### src/rtl/uart_rx.sv
// uart_rx: asynchronous serial receiver, 1 start bit, NrOfDataBits data bits
// LSB first, 1 stop bit, no parity. The line is sampled in the middle of each
// bit. A received character is presented on dataBits with a one-cycle
// dataValid strobe. A frame whose stop bit is low gives a one-cycle frameError
// strobe instead.
module uart_rx #(
  parameter int ClockFrequency = 24_000_000,
  parameter int BaudRate       = 9600,
  parameter int NrOfDataBits   = 8
) (
  input  logic                    clock,
  input  logic                    resetN,
  input  logic                    rx,
  output logic [NrOfDataBits-1:0] dataBits,
  output logic                    dataValid,
  output logic                    frameError,
  output logic                    busy
);

  localparam int DIVISOR = ClockFrequency / BaudRate;
  localparam int HALF    = DIVISOR / 2;
  localparam int BAUD_W  = $clog2(DIVISOR);
  localparam int BIT_W   = $clog2(NrOfDataBits + 1);

  localparam logic [BAUD_W-1:0] HALF_LAST = BAUD_W'(HALF - 1);
  localparam logic [BAUD_W-1:0] DIV_LAST  = BAUD_W'(DIVISOR - 1);
  localparam logic [BIT_W-1:0]  BITS_LAST = BIT_W'(NrOfDataBits - 1);

  localparam logic [2:0] ST_IDLE  = 3'd0;
  localparam logic [2:0] ST_START = 3'd1;
  localparam logic [2:0] ST_DATA  = 3'd2;
  localparam logic [2:0] ST_STOP  = 3'd3;
  localparam logic [2:0] ST_BREAK = 3'd4;

  logic [2:0]              state_q, state_d;
  logic                    rx_meta_q, rx_meta_d;
  logic                    rxs_q, rxs_d;
  logic [BAUD_W-1:0]       baud_cnt_q, baud_cnt_d;
  logic [BIT_W-1:0]        bit_cnt_q, bit_cnt_d;
  logic [NrOfDataBits-1:0] shift_q, shift_d;
  logic [NrOfDataBits-1:0] data_bits_q, data_bits_d;
  logic                    data_valid_q, data_valid_d;
  logic                    frame_error_q, frame_error_d;

  // Next-state logic: the synchronizer, bit timing and the receive FSM.
  always_comb begin
    // NOTE: every signal gets a default first, so no path leaves one
    // unassigned and no latch is inferred.
    rx_meta_d     = rx;
    rxs_d         = rx_meta_q;
    state_d       = state_q;
    baud_cnt_d    = baud_cnt_q;
    bit_cnt_d     = bit_cnt_q;
    shift_d       = shift_q;
    data_bits_d   = data_bits_q;
    data_valid_d  = 1'b0;
    frame_error_d = 1'b0;

    case (state_q)
      ST_IDLE: begin
        if (!rxs_q) begin
          state_d    = ST_START;
          baud_cnt_d = '0;
        end
      end
      ST_START: begin
        if (baud_cnt_q == HALF_LAST) begin
          baud_cnt_d = '0;
          bit_cnt_d  = '0;
          // A line that is high again by mid start bit was a glitch.
          state_d    = rxs_q ? ST_IDLE : ST_DATA;
        end else begin
          baud_cnt_d = baud_cnt_q + BAUD_W'(1);
        end
      end
      ST_DATA: begin
        if (baud_cnt_q == DIV_LAST) begin
          baud_cnt_d = '0;
          shift_d    = {rxs_q, shift_q[NrOfDataBits-1:1]};
          bit_cnt_d  = bit_cnt_q + BIT_W'(1);
          if (bit_cnt_q == BITS_LAST) begin
            state_d = ST_STOP;
          end
        end else begin
          baud_cnt_d = baud_cnt_q + BAUD_W'(1);
        end
      end
      ST_STOP: begin
        if (baud_cnt_q == DIV_LAST) begin
          baud_cnt_d = '0;
          if (rxs_q) begin
            // Leave at mid stop bit so a start bit that follows with no
            // idle gap is still caught.
            data_bits_d  = shift_q;
            data_valid_d = 1'b1;
            state_d      = ST_IDLE;
          end else begin
            frame_error_d = 1'b1;
            state_d       = ST_BREAK;
          end
        end else begin
          baud_cnt_d = baud_cnt_q + BAUD_W'(1);
        end
      end
      ST_BREAK: begin
        // Wait out a held-low line so it cannot look like a new start bit.
        if (rxs_q) begin
          state_d = ST_IDLE;
        end
      end
      default: begin
        state_d = ST_IDLE;
      end
    endcase
  end

  // State registers with synchronous active-low reset.
  always_ff @(posedge clock) begin
    // NOTE: sequential state uses non-blocking assignments only, so every
    // flop samples its value from before the edge.
    if (!resetN) begin
      // NOTE: the synchronizer resets to the idle line level (1), otherwise
      // leaving reset would look like a start bit.
      rx_meta_q     <= 1'b1;
      rxs_q         <= 1'b1;
      state_q       <= ST_IDLE;
      baud_cnt_q    <= '0;
      bit_cnt_q     <= '0;
      shift_q       <= '0;
      data_bits_q   <= '0;
      data_valid_q  <= 1'b0;
      frame_error_q <= 1'b0;
    end else begin
      rx_meta_q     <= rx_meta_d;
      rxs_q         <= rxs_d;
      state_q       <= state_d;
      baud_cnt_q    <= baud_cnt_d;
      bit_cnt_q     <= bit_cnt_d;
      shift_q       <= shift_d;
      data_bits_q   <= data_bits_d;
      data_valid_q  <= data_valid_d;
      frame_error_q <= frame_error_d;
    end
  end

  assign dataBits   = data_bits_q;
  assign dataValid  = data_valid_q;
  assign frameError = frame_error_q;
  assign busy       = (state_q != ST_IDLE);

endmodule

### config.mk
export PLATFORM = sky130hd
export DESIGN_NAME = uart_rx
export DESIGN_NICKNAME = d
export VERILOG_FILES = /design/src/rtl/uart_rx.sv
export SDC_FILE = /design/constraint.sdc
export NUM_CORES = 1
export LEC_CHECK = 0
export BUFFER_PORTS_ARGS = -buffer_cell sky130_fd_sc_hd__buf_2
export CAP_MARGIN = 20
export CELL_PAD_IN_SITES_DETAIL_PLACEMENT = 1
export CELL_PAD_IN_SITES_GLOBAL_PLACEMENT = 1
export CORE_ASPECT_RATIO = 0.8
export CORE_UTILIZATION = 40
export DETAILED_ROUTE_END_ITERATION = 10
export PLACE_DENSITY = 0.72
export SLEW_MARGIN = 20
export SYNTH_ARGS = -nofsm -noshare
export SYNTH_HDL_FRONTEND = slang
export SYNTH_SLANG_ARGS = --single-unit
### constraint.sdc
create_clock -name clock -period 2.3 [get_ports clock]
set_input_delay 0.46 -clock clock [delete_from_list [all_inputs] [get_ports clock]]
set_output_delay 0.46 -clock clock [all_outputs]
set_load 0.02 [all_outputs]
==> results.json <==
{
  "irDropWorstVdd_uv": 263,
  "cts_made_buffers": 5,
  "power.leakage_nw": 0.737,
  "yosysWarnings": 0,
  "grt_use_met1": 0.284,
  "period_share": 0.920,
  "syn_area_per_cell_um2": 9.00,
  "critPathLaunchType": "flip-flop",
  "hold_viol_final": 0,
  "route.vias.total": 1595,
  "fin_total_pwr_mw": 1.21,
  "fin_setup_tns_ps": 0,
  "cts_resized": 0,
  "drtIter0Drc": 122,
  "crit_path_top_delay_cell": "or4_1",
  "start_util": 0.432,
  "synth_top_area_share": 0.417,
  "die_w_um": 78.5,
  "antenna_left": 0,
  "setup_viol": 0,
  "dp_slack_ps": 192,
  "holdWs_ps": 357,
  "drc": 0,
  "grt_pass1_wl_um": 7980,
  "num_antenna_cells": 0,
  "period_minus_slack_ps": 2120,
  "grt_max_degree": 21,
  "use_met2": 0.318,
  "finalInstanceArea_um2": 2120,
  "area_growth_pct": 13.1,
  "grt_pass1_vias": 1591,
  "syn-cell-area_um2": 1870,
  "antenna_found_initial": 0,
  "async_flop_share": 0,
  "status": "complete, no violations",
  "io_pins": 14,
  "grt_busiest_layer": "met2",
  "max-clock-path-buffers": 2,
  "fin_ws_ps": 184,
  "endpoint_kind": "flip-flop",
  "worstRegToRegCells": 6,
  "ys_top_cells_by_area": "dfxtp_1 42%, mux2i_1 9.1%, nor2_1 4.6%, nand3_1 4.0%, nand2_1 3.8%",
  "grt_use_met3": 0.0551,
  "max_cap_viol_count": 0,
  "max_freq_mhz": 473,
  "drt-pass1-iter-count": 4,
  "yosys.area.top_type": "dfxtp_1",
  "viasPerCell": 5.64,
  "post-cts-setup-buffers": 0,
  "synth_top_cells_by_count": "39 x dfxtp_1, 23 x nor2_1, 19 x nand2_1",
  "maxSlewViolCount": 0,
  "ys_seq_area_frac": 0.417,
  "cts_tree": "done",
  "root_buffer": "clkbuf_8",
  "clock_latency_ps": 290,
  "crit_type": "flip-flop to flip-flop",
  "place_area_um2": 2030,
  "synth_nets": 214,
  "hpwl_um": 3380,
  "drive_gt1_frac": 0.168,
  "holdPathStages": 2,
  "globalplace.congestion": 0.833,
  "critPathBufInv": 0,
  "ys.flop_type": "dfxtp_1",
  "worstMarginPinSlew_ps": 414,
  "finalWirelength_um": 4620,
  "synth_seq_cells": 39,
  "p_per_area_nw_per_um2": 570,
  "overflow": 0,
  "required_ps": 2520,
  "max_stage_delay_ps": 510,
  "grt.total_usage": 0.210,
  "h-tree-depth": 2,
  "relSlewSlack": 0.724,
  "die_h_um": 63.2,
  "crit_fanout": 7,
  "rows": 21,
  "yosys.cell_types.count": 46,
  "crit_chain": "ha_1 -> and4bb_2 -> nand4_4 -> o2bb2ai_2 -> or4_1 -> a21oi_1",
  "crit_arrival_ps": 2340,
  "finalClockSkew_ps": 4.93,
  "fin_nets": 232,
  "cts.sinks": 39,
  "die_area_um2": 4960,
  "holdCritPathClass": "input port to flip-flop",
  "path_depth": 6,
  "hold_buffers": 0,
  "port_buffers": 13,
  "wire_per_inst_um": 16.3,
  "synth_most_common_cell": "dfxtp_1",
  "syn_inst": 208,
  "critical-path-top-delay-family": "simple AND/OR/NAND/NOR gates",
  "coreArea_um2": 4340,
  "synth_edf_count": 0,
  "clk_pin_slew_ps": 80,
  "grt_setup_unrepaired": "no"
}
==> state kept, by name, indices dropped and copies added (netlist names) <==
register / flops
rxs_q: 1
frameError: 1
state_q: 3
dataValid: 1
rx_meta_q: 1
dataBits: 8
bit_cnt_q: 4
shift_q: 8
baud_cnt_q: 12
==> cells by family (layout without fill, tap and decap cells) <==
group / after synthesis / after routing / share of synthesized area
muxes: 17 / 17 / 0.0909
buffers and inverters: 14 / 32 / 0.0307
adders and majority gates: 3 / 3 / 0.0201
AOI/OAI and AO/OA: 30 / 30 / 0.114
and+or+nand+nor: 104 / 104 / 0.323
xor gates and xnor gates: 1 / 1 / 0.00468
DFF: 39 / 39 / 0.417
==> layout make-up <==
type | instances | area (um^2)
clock buffer | 6 | 82.6
clock inverter | 1 | 5.00
fill | 522 | 2220
inverter | 3 | 11.3
multi-input combinational | 155 | 1030
sequential | 39 | 781
tap | 57 | 71.3
timing repair buffer | 22 | 133
==> metal layers <==
layer / routed length, um / vias to the layer above
met1: 2340 / 780
met4: 66 / 0
met5: 0 / -
met2: 2080 / 21
li1: - / 789
met3: 133 / 5
==> cells in the final DEF (no fill, tap or decap), types with 2 or more instances in the layout <==
cell type and count:
dfxtp_1 39, nor2_1 23, nand2_1 19, mux2i_1 17, nand3_1 15, buf_2 13
buf_4 9, a21oi_1 8, or4_1 6, o21ai_0 6, clkbuf_8 6, nand2b_1 5
nor3b_1 4, inv_1 3, or3_1 3, and2_1 3, a31oi_1 3, nand4_1 3
ha_1 3, nand4b_1 2, nor3_1 2, and3_1 2, and4_1 2, and4b_1 2
o31a_1 2, o31ai_1 2, nor2_2 2, nor2b_1 2, a32o_1 2
==> where the power goes <==
group | switching [mW] | internal (mW) | leakage [nW]
Clock | 0.242 | 0.235 | 0.0470
Sequential | 0.00348 | 0.678 | 0.315
Combinational | 0.0343 | 0.0145 | 0.376
Total | 0.279 | 0.928 | 0.737
==> final timing paths <==
| check | startpoint | to | slack [ps] |
|---|---|---|---|
| max | baud_cnt_q[0] | state_q[0] | 180 |
| min | rx | rx_meta_q | 360 |
| max reg2reg | baud_cnt_q[0] | state_q[0] | 180 |
| min reg2reg | rx_meta_q | rxs_q | 440 |
==> stage by stage <==
stage / cells / util
floorplan: 208 / -
global placement: 276 / 0.468
detailed placement: 276 / 0.468
CTS: 283 / 0.488
global route: 283 / 0.488
finish: 283 / 0.488
No activity file was read; power rests on OpenSTA's default activity.
